[config.mk]
export PLATFORM = sky130hd
export DESIGN_NAME = fetch_stage
export DESIGN_NICKNAME = d
export VERILOG_FILES = /design/src/rtl/fetch_stage.sv
export SDC_FILE = /design/constraint.sdc
export NUM_CORES = 1
export LEC_CHECK = 0
export CORE_MARGIN = 1.5
export CORE_UTILIZATION = 49
export DETAILED_ROUTE_END_ITERATION = 6
export PLACE_DENSITY = 0.86
export SYNTH_ARGS = -nofsm -noshare
export SYNTH_HDL_FRONTEND = slang
export SYNTH_SLANG_ARGS = --single-unit
[constraint.sdc]
create_clock -name clk -period 5.35 [get_ports clk]
set_input_delay 1.605 -clock clk [delete_from_list [all_inputs] [get_ports clk]]
set_output_delay 1.605 -clock clk [all_outputs]
set_load 0.01 [all_outputs]
[src/rtl/fetch_stage.sv]
// Instruction-fetch stage: owns the PC, fetches over a req/ready handshake and
// drops stale responses after redirects. Optional FETCH_STALL_CNT_EN adds stallCnt.
module fetch_stage #(
  parameter logic [31:0] RESET_PC = 32'h0000_0000
) (
  input  logic        clk,
  input  logic        rst,
  input  logic        stallF,
  input  logic        redirect,
  input  logic [31:0] redirectPC,
  output logic        imemReq,
  output logic [31:0] imemAddr,
  input  logic        imemReady,
  input  logic [31:0] imemRdata,
  output logic [31:0] instrF,
  output logic [31:0] PCF,
  output logic [31:0] PCPlus4F,
  output logic        validF
`ifdef FETCH_STALL_CNT_EN
  ,
  output logic [31:0] stallCnt
`endif
);

  typedef enum logic [1:0] {FETCH, HOLD, DISCARD} state_t;

  state_t      state;
  logic [31:0] pc;
  logic [31:0] pc_plus4;
  logic [31:0] instr_buf;
  logic [31:0] tgt;
  logic [31:0] redirect_tgt;

  assign redirect_tgt = redirectPC & ~32'h0000_0003;
  assign pc_plus4     = pc + 32'd4;

  // Handshake and IF/ID-facing outputs follow state and the live response
  always_comb begin
    imemReq  = !rst && (state == FETCH || state == DISCARD);
    imemAddr = pc;
    PCF      = pc;
    PCPlus4F = pc_plus4;
    validF   = !rst && !redirect &&
               ((state == FETCH && imemReady) || state == HOLD);
    instrF   = 32'h0;
    if (validF) begin
      instrF = (state == HOLD) ? instr_buf : imemRdata;
    end
  end

  // PC / state machine; redirect outranks stall and normal sequencing
  always_ff @(posedge clk or posedge rst) begin
    if (rst) begin
      state     <= FETCH;
      pc        <= RESET_PC;
      instr_buf <= 32'h0;
      tgt       <= 32'h0;
    end else if (redirect) begin
      if ((state == FETCH || state == DISCARD) && !imemReady) begin
        tgt   <= redirect_tgt;
        state <= DISCARD;
      end else begin
        pc    <= redirect_tgt;
        state <= FETCH;
      end
    end else begin
      case (state)
        FETCH: begin
          if (imemReady) begin
            if (stallF) begin
              instr_buf <= imemRdata;
              state     <= HOLD;
            end else begin
              pc <= pc_plus4;
            end
          end
        end
        HOLD: begin
          if (!stallF) begin
            pc    <= pc_plus4;
            state <= FETCH;
          end
        end
        DISCARD: begin
          if (imemReady) begin
            pc    <= tgt;
            state <= FETCH;
          end
        end
        default: state <= FETCH;
      endcase
    end
  end

`ifdef FETCH_STALL_CNT_EN
  logic [31:0] stall_cnt;

  // Saturating count of cycles spent waiting on memory
  always_ff @(posedge clk or posedge rst) begin
    if (rst) begin
      stall_cnt <= 32'h0;
    end else if (imemReq && !imemReady && stall_cnt != 32'hFFFF_FFFF) begin
      stall_cnt <= stall_cnt + 32'd1;
    end
  end

  assign stallCnt = stall_cnt;
`endif

endmodule

==> impl_results.md <==
- Total number of vias: between 4,000 and 5,000
- Unique cell type count in the Yosys netlist: 51
- Peak fanout along the critical path: 33
- Achievable Freq: 194.6 MHz
- Global-route met2 utilization: 0.4357
- Cells traversed along the worst timing path: clkdlybuf4s50_1 > a21oi_1 > or3_1 > buf_4 > nor2_1 > clkdlybuf4s50_1
- Via count of the first global-routing pass: 4,926
- Crit Reg-Reg Startpoint: state[0]$_DFFE_PP0P_
- I/O pin count: 199
- Vias per cell: 5.808
- Critical path data arrival time: 3530 ps
- Number of enable-type register cells in the synthesized netlist: 0
- Net switching power of the design: 1.253 mW
- DRT Wirelength: approximately 15,000 um
- Share of cells above drive strength 1: 0.1346
- Worst hold-check path type: reg -> reg
- Most Frequent Cell on Critical Path: sky130_fd_sc_hd__clkdlybuf4s50_1
- Power Internal: 2.277 mW
- Wire length of the first global-routing pass: about 24,000 um
- Hold EP: tgt[24]$_DFFE_PP0P_
- Drc violations: 0
- Proportion of register bits with asynchronous set or reset after synthesis: 1.000
- Routing layer with the top usage in global route: met2
- Resized cells post-CTS: 0
- Most common cell after layout, fill and taps aside: sky130_fd_sc_hd__clkdlybuf4s50_1
- Gr usage total: 0.2566
- Post-synthesis sequential area ratio: 0.4185
- Combinational share of power: 0.459
- Met1 routing resource usage after global routing: 0.3201
- Period utilization: 0.9605
- TritonCTS Buffers: 9
- Worst min-delay path startpoint: tgt[24]$_DFFE_PP0P_
- Overflow left after global routing: 0
- Final hold viol count: 0
- Remaining antenna violation count after routing: 0
- Minimum setup slack in the final design: 211.2 ps
- First-pass detailed-route iteration total: 4
- Dpl ws: approximately 230 ps
- Core Footprint: 11,030 um2
- Count of filler cells inserted in the layout: 837
- Slew of the pin with the lowest slew margin: ~900 ps
- Worst reg2reg setup slack: 1660 ps
- Die Wd: between 100 and 150 um
- Period minus WS final: roughly 5000 ps
- Antenna cells: 0
- Worst Hold Depth: 2
- RSZ-0062 raised after global routing: false
- Sequential Power Share: 0.354
- Outcome: finished clean
- Maximum count of clock buffers along a single path: 2
- Nature of the critical path startpoint: input pin
- Post-CTS Setup Bufs: 0
- CP Data Required Time: 3740 ps
- Placed Instances: 837
- Overall power: 3.530 mW
- Routed WL per cell: between 15 and 20 um
- Sum of net half-perimeters after detailed placement: 10,990 um
- Rel. slew slack: 0.4014
- H-tree levels: 3
- Maximum number of pins on one net before global-route repair: slightly above 70
- Latest clock arrival within the worst-skew pair: 330 ps
- Global Route met3 Usage: 0.06349
- Syn Area/Cell: roughly 9.9 um2
- Pwr per Cell Area: 460.6 nW/um2
- Cell count after synthesis: roughly 570
- Total Die Area: 12,120 um2
- Worst stage delay on the critical path: 560 ps
- Final net count: roughly 780
- Number of slew-limit violations in the final report: 0
- Initial core utilization: 0.5095
- Number of buffers and inverters on the critical path: 3
- Number of buffers added on ports: 190
- TritonCTS Sinks: 94
- Total of flip-flops plus latches after synthesis: 94
- Clock tree from TritonCTS: done
- Max-cap check violation count: 0
- Standby leakage power: 3.083 nW
- Proportion of power drawn by the clock network: 0.187
- Iteration-0 DRC Markers: 306
- Hold buffer count at cts: 0
- Standard cell with the maximum stage delay on the critical path: sky130_fd_sc_hd__clkdlybuf4s50_1
- Yosys warns: 0
- Commonest non-fill, non-tap cells in the layout: sky130_fd_sc_hd__clkdlybuf4s50_1, sky130_fd_sc_hd__dfrtp_1, sky130_fd_sc_hd__mux2_2, sky130_fd_sc_hd__nor2_1, sky130_fd_sc_hd__mux2i_1
- Critical Path Sink Type: primary output
- Weighted congestion reported at the end of routability-driven placement: between 0.8 and 0.9
- Main synth FF type: sky130_fd_sc_hd__dfrtp_1
- Worst vdd rail ir drop: around 0.00028 V
- Cell area after synthesis: 5620 um2
- Row count: 38
- Final non-filler cell total: 853
- Setup TNS: 0 ps
- Switching share of power: 0.3550
- Worst Skew: 8.735 ps
- Category of the critical setup timing path: in -> out
- Antenna violations before repair: 1
- Die Y-Extent: around 110 um
- Worst reg2reg path endpoint: PCF[13]$_DFFE_PP0P_
- Buffer type at the clock tree root: sky130_fd_sc_hd__clkbuf_16
- Area Overhead vs Synth: 36.38%
- Total setup violations reported at the end of the flow: 0
- Clock-pin slew on the worst setup and hold paths: around 60 ps
- Dominant delay contributor by cell family on the critical path: buffers and inverters
- Length in cells of the worst reg-to-reg path: 7
==> per-layer routing <==
| metal | part of all wire | wire, um |
|---|---|---|
| met1 | 0.39 | 6006 |
| met2 | 0.50 | 7778 |
| met3 | 0.096 | 1488 |
| met4 | 0.013 | 206 |
| met5 | 0 | 0 |
==> final cells by class <==
class | count | area (um2) | area share
clock buffer | 11 | 252.7 | 0.03297
timing repair buffer | 198 | 1962 | 0.2560
tap | 140 | 175.2 | 0.02285
clock inverter | 5 | 57.56 | 0.007509
multi-input combinational | 387 | 2795 | 0.3647
sequential | 94 | 2352 | 0.3069
inverter | 18 | 70.07 | 0.009141
==> power by group through the flow <==
stage | sequential [mW] | clock (mW) | combinational (mW)
6_report | 1.25 | 0.660 | 1.62
2_1_floorplan | 1.22 | 0 | 0.917
3_3_place_gp | 1.23 | 0 | 1.58
3_5_place_dp | 1.26 | 0 | 1.62
5_1_grt | 1.29 | 0.703 | 1.75
4_1_cts | 1.24 | 0.674 | 1.63
==> cell usage after synthesis, types with 3 or more instances <==
cell type / instances / area share
sky130_fd_sc_hd__nand4_2: 3 / 0.0067
sky130_fd_sc_hd__o21a_1: 5 / 0.0067
sky130_fd_sc_hd__clkbuf_1: 21 / 0.014
sky130_fd_sc_hd__buf_4: 36 / 0.048
sky130_fd_sc_hd__nand4_1: 7 / 0.0078
sky130_fd_sc_hd__dfrtp_1: 94 / 0.42
sky130_fd_sc_hd__a21oi_1: 31 / 0.028
sky130_fd_sc_hd__mux2_2: 61 / 0.12
sky130_fd_sc_hd__a31oi_1: 6 / 0.0067
sky130_fd_sc_hd__o21ai_0: 19 / 0.017
sky130_fd_sc_hd__o22ai_1: 15 / 0.017
sky130_fd_sc_hd__mux2i_1: 40 / 0.071
sky130_fd_sc_hd__and4_1: 5 / 0.0078
sky130_fd_sc_hd__xor2_1: 7 / 0.011
sky130_fd_sc_hd__and2_1: 4 / 0.0045
sky130_fd_sc_hd__nor2_1: 58 / 0.039
sky130_fd_sc_hd__a41oi_1: 3 / 0.0047
sky130_fd_sc_hd__or3_1: 4 / 0.0045
sky130_fd_sc_hd__and3_1: 9 / 0.010
sky130_fd_sc_hd__nand3_1: 11 / 0.0098
sky130_fd_sc_hd__a2bb2oi_1: 5 / 0.0078
sky130_fd_sc_hd__inv_1: 17 / 0.011
sky130_fd_sc_hd__buf_1: 3 / 0.0020
sky130_fd_sc_hd__a221oi_1: 4 / 0.0062
sky130_fd_sc_hd__o22a_1: 5 / 0.0078
sky130_fd_sc_hd__nor3_1: 6 / 0.0053
sky130_fd_sc_hd__ha_1: 4 / 0.0089
sky130_fd_sc_hd__xnor2_1: 21 / 0.033
sky130_fd_sc_hd__nand2_1: 24 / 0.016
sky130_fd_sc_hd__buf_2: 10 / 0.0089
==> cell families (layout without fill, tap and decap cells) <==
family	count (synthesis)	count (layout)	synth area share
XOR/XNOR	28	28	0.04363
AO/OA/AOI/OAI	109	109	0.1231
buffers and inverters	90	232	0.08793
other	1	6	0.0006672
flip-flops	94	94	0.4185
AND/OR/NAND/NOR	139	139	0.1238
adder cells (fa/ha/maj)	4	4	0.008905
multiplexers	101	101	0.1935
==> worst max-delay path by stage <==
stage          startpoint    endpoint  slack, ps  cells after the start
2_1_floorplan    redirect  instrF[10]       1250                      4
4_1_cts         imemReady   instrF[2]        220                      6
3_3_place_gp    imemReady  instrF[27]        280                      6
6_report        imemReady  instrF[11]        210                      6
3_5_place_dp    imemReady   instrF[7]        230                      6
5_1_grt         imemReady  instrF[11]        110                      6
==> tightest hold or removal path, stage by stage (launching register included) <==
cell and delay (ps):
sky130_fd_sc_hd__dfrtp_1 350, sky130_fd_sc_hd__nand2_1 50, sky130_fd_sc_hd__o21ai_0 70
==> state kept, by name (all words and copies together), names as in the netlist <==
name	count
PCF	30
instr_buf	32
state	2
tgt	30
==> through the flow <==
step                      utilization  hold slack (ps)  area (um2)
after global placement         0.6667            463.9        7355
after CTS                      0.6949            502.7        7665
after detailed placement       0.6667            488.1        7355
after global routing           0.6949            520.5        7665
final                          0.6949            501.0        7665
after floorplan                     -            450.5        5639
(Power assumes the default switching activity.)
